## config.mk

```make
export PLATFORM = sky130hd
export DESIGN_NAME = ps2_key_event
export DESIGN_NICKNAME = d
export VERILOG_FILES = /design/src/rtl/ps2_key_event.sv
export SDC_FILE = /design/constraint.sdc
export NUM_CORES = 1
export LEC_CHECK = 0
export ABC_AREA = 1
export CAP_MARGIN = 40
export CELL_PAD_IN_SITES_DETAIL_PLACEMENT = 1
export CELL_PAD_IN_SITES_GLOBAL_PLACEMENT = 2
export CORE_MARGIN = 3
export CORE_UTILIZATION = 29
export CTS_CLUSTER_DIAMETER = 80
export CTS_CLUSTER_SIZE = 12
export DETAILED_ROUTE_END_ITERATION = 10
export HOLD_SLACK_MARGIN = 0.05
export PLACE_DENSITY = 0.86
export SETUP_SLACK_MARGIN = 0.2
export SKIP_CTS_REPAIR_TIMING = 1
export SYNTH_ARGS = -nofsm -noshare
export SYNTH_HDL_FRONTEND = slang
export SYNTH_SLANG_ARGS = --single-unit
```

## constraint.sdc

```tcl
create_clock -name clk -period 1.6 [get_ports clk]
set_input_delay 0.16 -clock clk [delete_from_list [all_inputs] [get_ports clk]]
set_output_delay 0.16 -clock clk [all_outputs]
set_load 0.03 [all_outputs]
```

## src/rtl/ps2_key_event.sv

```systemverilog
// Converts a PS/2 set-2 scan byte stream into single-cycle classified key events (digit/op/enter/clear).
// Latency: event registered one cycle after the final byte strobe; no backpressure (strobe in, pulse out).
module ps2_key_event #(
    parameter int TIMEOUT_CYC = 50000,
    parameter int TO_W        = 16,
    parameter int REPEAT_EN   = 0
) (
    input  logic       clk,
    input  logic       iRST_n,
    input  logic [7:0] iBYTE,
    input  logic       iBYTE_VALID,
    output logic       oKEY_VALID,
    output logic [1:0] oKEY_CLASS,
    output logic [3:0] oDIGIT,
    output logic [2:0] oOP,
    output logic       oHELD
);

    localparam logic [TO_W-1:0] TO_LAST = TO_W'(TIMEOUT_CYC - 1);

    localparam logic [1:0] CLS_DIGIT = 2'd0;
    localparam logic [1:0] CLS_OP    = 2'd1;
    localparam logic [1:0] CLS_ENTER = 2'd2;
    localparam logic [1:0] CLS_CLEAR = 2'd3;

    typedef enum logic [1:0] {
        IDLE     = 2'd0,
        PRE_E0   = 2'd1,
        PRE_F0   = 2'd2,
        PRE_E0F0 = 2'd3
    } state_t;

    typedef struct packed {
        logic       rec;
        logic [1:0] cls;
        logic [3:0] dig;
        logic [2:0] op;
    } dec_t;

    function automatic dec_t decode(input logic [8:0] k);
        dec_t d;
        d = '0;
        case (k)
            9'h070: d = {1'b1, CLS_DIGIT, 4'd0, 3'd0};
            9'h069: d = {1'b1, CLS_DIGIT, 4'd1, 3'd0};
            9'h072: d = {1'b1, CLS_DIGIT, 4'd2, 3'd0};
            9'h07A: d = {1'b1, CLS_DIGIT, 4'd3, 3'd0};
            9'h06B: d = {1'b1, CLS_DIGIT, 4'd4, 3'd0};
            9'h073: d = {1'b1, CLS_DIGIT, 4'd5, 3'd0};
            9'h074: d = {1'b1, CLS_DIGIT, 4'd6, 3'd0};
            9'h06C: d = {1'b1, CLS_DIGIT, 4'd7, 3'd0};
            9'h075: d = {1'b1, CLS_DIGIT, 4'd8, 3'd0};
            9'h07D: d = {1'b1, CLS_DIGIT, 4'd9, 3'd0};
            9'h079: d = {1'b1, CLS_OP,    4'd0, 3'd1};
            9'h07B: d = {1'b1, CLS_OP,    4'd0, 3'd2};
            9'h07C: d = {1'b1, CLS_OP,    4'd0, 3'd3};
            9'h14A: d = {1'b1, CLS_OP,    4'd0, 3'd4};
            9'h05A,
            9'h15A: d = {1'b1, CLS_ENTER, 4'd0, 3'd0};
            9'h076: d = {1'b1, CLS_CLEAR, 4'd0, 3'd0};
            default: d = '0;
        endcase
        return d;
    endfunction

    state_t          state_q, state_d;
    logic [TO_W-1:0] cnt_q, cnt_d;
    logic            held_q, held_d;
    logic [8:0]      hkey_q, hkey_d;
    logic            vld_q, vld_d;
    logic [1:0]      cls_q, cls_d;
    logic [3:0]      dig_q, dig_d;
    logic [2:0]      op_q, op_d;

    logic            is_make, is_break, ext;
    logic [8:0]      key;
    dec_t            dec;
    logic            repeat_hit;

    assign key        = {ext, iBYTE};
    assign dec        = decode(key);
    assign repeat_hit = held_q && (hkey_q == key) && (REPEAT_EN == 0);

    always_comb begin
        state_d  = state_q;
        cnt_d    = cnt_q;
        is_make  = 1'b0;
        is_break = 1'b0;
        ext      = 1'b0;
        if (iBYTE_VALID) begin
            cnt_d = '0;
            case (state_q)
                IDLE: begin
                    if (iBYTE == 8'hE0)      state_d = PRE_E0;
                    else if (iBYTE == 8'hF0) state_d = PRE_F0;
                    else if (iBYTE != 8'hFA && iBYTE != 8'hAA) is_make = 1'b1;
                end
                PRE_E0: begin
                    if (iBYTE == 8'hF0) state_d = PRE_E0F0;
                    else if (iBYTE != 8'hE0) begin
                        is_make = 1'b1;
                        ext     = 1'b1;
                        state_d = IDLE;
                    end
                end
                PRE_F0: begin
                    is_break = 1'b1;
                    state_d  = IDLE;
                end
                PRE_E0F0: begin
                    is_break = 1'b1;
                    ext      = 1'b1;
                    state_d  = IDLE;
                end
                default: state_d = IDLE;
            endcase
        end else if (state_q != IDLE) begin
            // Dangling prefix: a byte arriving on the expiry cycle takes priority above.
            if (cnt_q == TO_LAST) begin
                state_d = IDLE;
                cnt_d   = '0;
            end else begin
                cnt_d = cnt_q + 1'b1;
            end
        end
    end

    always_comb begin
        held_d = held_q;
        hkey_d = hkey_q;
        vld_d  = 1'b0;
        cls_d  = cls_q;
        dig_d  = dig_q;
        op_d   = op_q;
        if (is_make && dec.rec && !repeat_hit) begin
            vld_d  = 1'b1;
            cls_d  = dec.cls;
            dig_d  = dec.dig;
            op_d   = dec.op;
            held_d = 1'b1;
            hkey_d = key;
        end
        if (is_break && held_q && (hkey_q == key)) begin
            held_d = 1'b0;
        end
    end

    always_ff @(posedge clk or negedge iRST_n) begin
        if (!iRST_n) begin
            state_q <= IDLE;
            cnt_q   <= '0;
            held_q  <= 1'b0;
            hkey_q  <= '0;
            vld_q   <= 1'b0;
            cls_q   <= '0;
            dig_q   <= '0;
            op_q    <= '0;
        end else begin
            state_q <= state_d;
            cnt_q   <= cnt_d;
            held_q  <= held_d;
            hkey_q  <= hkey_d;
            vld_q   <= vld_d;
            cls_q   <= cls_d;
            dig_q   <= dig_d;
            op_q    <= op_d;
        end
    end

    assign oKEY_VALID = vld_q;
    assign oKEY_CLASS = cls_q;
    assign oDIGIT     = dig_q;
    assign oOP        = op_q;
    assign oHELD      = held_q;

endmodule
```

# Yosys cells after proc, flatten, opt, wreduce, memory -nomap -nowiden
# Index checks and enable logic that the tools add are counted.
# W data, S select, Z words.
[totals] input_bits=11 ff_bits=38 out_inout_bits=11 mem_count=0 mem_bits_rw=0 mem_bits_ro=0 latch_bits=0
[op_classes] eq_ne=29 n_mul=0 shifts=0 bitwise_logic=0 mux=26 div_mod_pow=0 n_addsub=1 n_lt_le_gt_ge=0 n_reduce_logical=15
[ops] op="$pmux W10 S16" count=1
[ops] op="$eq A9 B7 Y1 const B" count=15
[ops] op="$mux W16" count=3
[ops] op="$ne A8 B8 Y1 const B" count=3
[ops] op="$eq A9 B9 Y1 const B" count=2
[ops] op="$add A16 B1 Y16 const B" count=1
[ops] op="$eq A16 B16 Y1 const B" count=1
[ops] op="$eq A8 B8 Y1 const B" count=2
[ops] op="$mux W2" count=7
[ops] op="$mux W1" count=12
[ops] op="$eq A9 B9 Y1" count=1
[ops] op="$ne A4 B4 Y1 const B" count=2
[ops] op="$reduce_bool A2 Y1" count=4
[ops] op="$logic_and A1 B1 Y1" count=6
[ops] op="$pmux W2 S3" count=1
[ops] op="$eq A2 B2 Y1 const B" count=2
[ops] op="$pmux W1 S2" count=2
[ops] op="$reduce_and A4 Y1" count=1
[ops] op="$reduce_or A2 Y1" count=2
[ops] op="$eq A2 B1 Y1 const B" count=1
[ops] op="$logic_not A2 Y1" count=1
[ops] op="$logic_not A1 Y1" count=1

# Longest topological paths before layout
[depth] depth_word=12 ltp_mapped=17 ltp_nobuf=15

# Worst setup path after synthesis
# No wires, ideal clock.
[synth_timing] kind="in2reg" start="in iBYTE[2]" end="reg dig_q[3], in the netlist oDIGIT[3]" cell_stages=17 setup_slack_ps=-91 path_buffers=3 arrival_ps=1573 path_cell_list="buf_4 > inv_2 > nand2_2 > nor2_4 > nand2_1 > nand2_1 > nand2_2 > nand2_4 > buf_6 > nand3_2 > nand2_1 > nor2_4 > nand2_4 > nand2_8 > buf_8 > nand2_1 > nand2_1"
[synth_via] elab_chain_len=10 elab_cells_between_ends=39 classes_between="eq/ne: 23; mux: 10; reduce/logical: 6"
[synth_lines] element="start: declaration" line="10" text="input logic [7:0] iBYTE,"
[synth_lines] element="$ne A8 B8 Y1" line="100" text="else if (iBYTE != 8'hE0) begin"
[synth_lines] element="$mux W1" line="100"
[synth_lines] element="$mux W1" line="99" text="if (iBYTE == 8'hF0) state_d = PRE_E0F0;"
[synth_lines] element="$pmux W1 S2" line="92" text="case (state_q)"
[synth_lines] element="$mux W1" line="90" text="if (iBYTE_VALID) begin"
[synth_lines] element="$eq A9 B7 Y1 or $eq A9 B9 Y1 (tied branches)" line="43" text="case (k)"
[synth_lines] element="$reduce_or A2 Y1" line="43"
[synth_lines] element="$pmux W10 S16" line="43"
[synth_lines] element="$logic_and A1 B1 Y1 (2 in series)" line="135" text="if (is_make && dec.rec && !repeat_hit) begin"
[synth_lines] element="end signal: assignment" line="165" text="dig_q <= dig_d;"
[synth_lines] element="end: declaration" line="72" text="logic [3:0] dig_q, dig_d;"
# Several ways; a longest one is shown, not always the timed one.
# A chain may end at the register's enable or synchronous reset.

# Worst setup path in the final report
[layout_timing] start="reg hkey_q[3]" end="reg hkey_q[5]"
[layout_via] elab_chain_len=4
[layout_lines] element="start: declaration" line="69" text="logic [8:0] hkey_q, hkey_d;"
[layout_lines] element="start signal: assignment" line="162" text="hkey_q <= hkey_d;"
[layout_lines] element="$eq A9 B9 Y1" line="82" text="assign repeat_hit = held_q && (hkey_q == key) && (REPEAT_EN == 0);"
[layout_lines] element="$logic_and A1 B1 Y1" line="82"
[layout_lines] element="$logic_not A1 Y1" line="135"
[layout_lines] element="$logic_and A1 B1 Y1" line="135"
# No other way between the ends.

==> key figures <==
Pwr
  – Power per cell area: 848.0 mW/mm^2
  – Power Total: 0.003383 W
  – P_leak: 2.138 nW
  – Maximum VDD drop: 0.4107 mV
  – Switching share of power: 35.52%
  – Reg power frac: 36.0%
  – Clock share of power: 25.4%
  – Internal: 0.002181 W
  – Part of the power in combinational logic: 38.6%
  – Switching pwr: 0.001202 W

Layout
  – Final core utilization: 50.32%
  – Fill count: 990
  – Final net count: 471
  – Register Area: 953.4 sq um
  – Multi-input gate area: 0.001613 sq mm
  – Post-route cell area: 0.003989 sq mm
  – Area Growth Syn to Fin: 64.41%
  – Ratio of cells with drive above 1 in the final layout: 42.92%
  – Number of diodes: 0

Yosys
  – Post-Syn Instances: 342
  – Async S/R FF share, synth: 100.0%
  – Synth top cells by count: nand2_1 (88), nor2_1 (43), inv_1 (40)
  – Net count after synthesis: 354
  – Sequential-to-total area share from yosys stat: 39.20%
  – Mapped cell area: 0.002426 sq mm
  – Syn Area/Cell: 7.094 sq um
  – Top post-synthesis cells by area: dfrtp_1 (39%), nand2_1 (14%), nor2_1 (6.7%)
  – Seq cells post-synth: 38
  – Synth Flop Type: dfrtp_1
  – Synthesis Warnings: 0
  – Post-synth top area cell: dfrtp_1
  – EDFF count, synth: 0
  – Netlist cell types: 33
  – Share of the synthesized area in the top cell type: 39.20%
  – Count leader, synth: nand2_1

STA
  – Final Hold Viols: 0
  – Final max-slew violation count: 0
  – Slew @ Worst Pin: 0.4024 ns
  – Crit share post-route: 107.6%
  – Worst Skew: 0.005140 ns
  – RSZ-0062 raised after global routing: yes
  – Max Fclk: 580.6 MHz
  – Final setup fails: 29
  – Fin Setup TNS: -2.040 ns
  – Worst setup margin: -0.1223 ns
  – WHS: 0.2968 ns
  – Crit path time final: 1.722 ns
  – Slew HR: 72.89%

Die
  – Die footprint: 0.009499 sq mm
  – Core Rows: 32
  – Core Region: 0.007928 sq mm
  – I/O pin count: 22
  – Die height: 97.47 microns
  – Die width: 97.47 microns
  – Initial Util: 30.60%

Global routing
  – Pin count of the biggest net entering global routing: 20
  – All-Layer GR Usage: 16.81%
  – First-pass GRT wire length: 13.34 mm
  – Vias in the first global route: 2839
  – Initial antenna violation count: 0
  – Grt total ovfl: 0

Status
  – Failing checks: setup timing
  – Status: complete, but fails checks

Placed design
  – Gp weighted congestion: 0.8510
  – Post-DP HPWL: 5.992 mm
  – Dpl cell area: 0.003336 sq mm
  – IO Port Bufs: 21

Detailed routing
  – Wire per inst: 15.84 microns
  – Final wirelength: 8.884 mm
  – DR vias/cell: 4.856
  – First-pass DRT Iterations: 4
  – Antenna viol nets, final: 0
  – Vias: 2724
  – DRC viols: 0
  – Number of DRC markers in iteration 0: 101

Setup path
  – CP Launch Type: flip-flop
  – Critical path fanouts, max: 4
  – Crit path kind: flip-flop to flip-flop
  – CP Capture Type: flip-flop
  – WP data arrival: 1.92 ns
  – Crit path required time: 1.79 ns

Clocking
  – Total CTS buffers: 5
  – H-tree depth: 2
  – CTS tree: done
  – Clock Latency Late Sink: 0.30 ns
  – Clock Sinks: 38
  – Clock-pin slew on the worst setup and hold paths: 0.08 ns
  – Clk buf depth: 2
  – CTS root buffer: clkbuf_8

Min path
  – Worst min path class: input pin to asynchronous set/reset pin

Job
  – Max cap viols: 0
## flip-flops by register name, summed over array words and instances, names as in the netlist
register    cells
oHELD           1
oDIGIT          4
oKEY_VALID      1
state_q         2
oKEY_CLASS      2
cnt_q          16
oOP             3
hkey_q          9
## cells in the final DEF, fill, tap and decap left out, types with 2 or more instances in the layout
master	n
a21oi_1	7
buf_4	77
nor3_4	2
nand3_4	4
nor3_2	5
nor2_4	6
a211oi_2	2
nand3_1	30
nor3_1	6
buf_12	2
clkbuf_8	6
or2_2	2
nor2_1	32
a31oi_1	2
nand2_1	73
a21oi_2	3
nor2_2	8
dlymetal6s2s_1	19
nand2_8	5
o21ai_2	8
nand2_2	16
o21ai_1	3
inv_2	14
nand3_2	3
nand2_4	5
o22ai_2	2
o21ai_0	8
inv_4	3
dfrtp_2	2
nor4_2	2
nand4_1	8
dfrtp_1	36
xor2_1	3
buf_6	9
inv_1	28
## power by group through the flow
stage	registers [W]	logic (W)	clock network, W
after CTS	0.00120	0.00102	0.000891
final	0.00122	0.00130	0.000861
after floorplan	0.00121	0.000537	0
after global placement	0.00121	0.000974	0
after global routing	0.00124	0.00145	0.000936
after detailed placement	0.00122	0.00102	0
## cells by family (layout without fill, tap and decap cells)
kind of cell    count (synthesis)  count (layout)  synth area share [%]
simple gates                  209             212                 40.48
fa+ha+maj                       1               1                0.5156
compound gates                 39              39                 9.334
xor+xnor                        4               4                 1.444
flops                          38              38                 39.20
buf+inv                        51             165                 9.024
## worst max-delay path: stages, from the launching register on
cell and delay (ns):
dfrtp_1 0.42, nand2_2 0.10, o21ai_2 0.06, or3_1 0.34, nor2_1 0.11, nand3_1 0.13, nand2_4 0.15, clkinv_2 0.14
nand3_1 0.11, nand2_1 0.05
## stage by stage
| stage | worst slack, ns | std cells |
|---|---|---|
| after detailed placement | -0.7220 | 534 |
| after CTS | -0.4083 | 541 |
| after floorplan | 0.002103 | 342 |
| after global placement | -0.6429 | 534 |
| final | -0.1223 | 561 |
| after global routing | -0.2394 | 561 |
## final timing paths
check | startpoint | endpoint | slack (ns) | cells after the start
worst max register to register | hkey_q[3] | hkey_q[5] | -0.12 | 9
worst max-delay path | hkey_q[3] | hkey_q[5] | -0.12 | 9
min in group clk | iBYTE[0] | hkey_q[0] | 0.30 | 4
worst min register to register | oKEY_CLASS[0] | oKEY_CLASS[0] | 0.47 | 2
worst min-delay path | iRST_n | hkey_q[0] | 0.30 | 2
max in group asynchronous | iRST_n | oDIGIT[0] | 0.73 | 3
## metal layers
| layer | track usage, % | share of wire, % |
|---|---|---|
| met1 | 20.73 | 41 |
| met3 | 2.584 | 2.0 |
| met5 | 0 | 0 |
| met2 | 30.26 | 55 |
| met4 | 4.579 | 1.5 |
## final cells by class
cell class / instances / area share (%)
clock buffer: 6 / 2.070
sequential: 38 / 23.90
clock inverter: 1 / 0.7528
timing repair inverter: 2 / 0.2823
multi-input combinational: 256 / 40.43
tap: 102 / 3.199
inverter: 46 / 4.737
timing repair buffer: 110 / 24.62
Power figures use the tool's default switching activity.
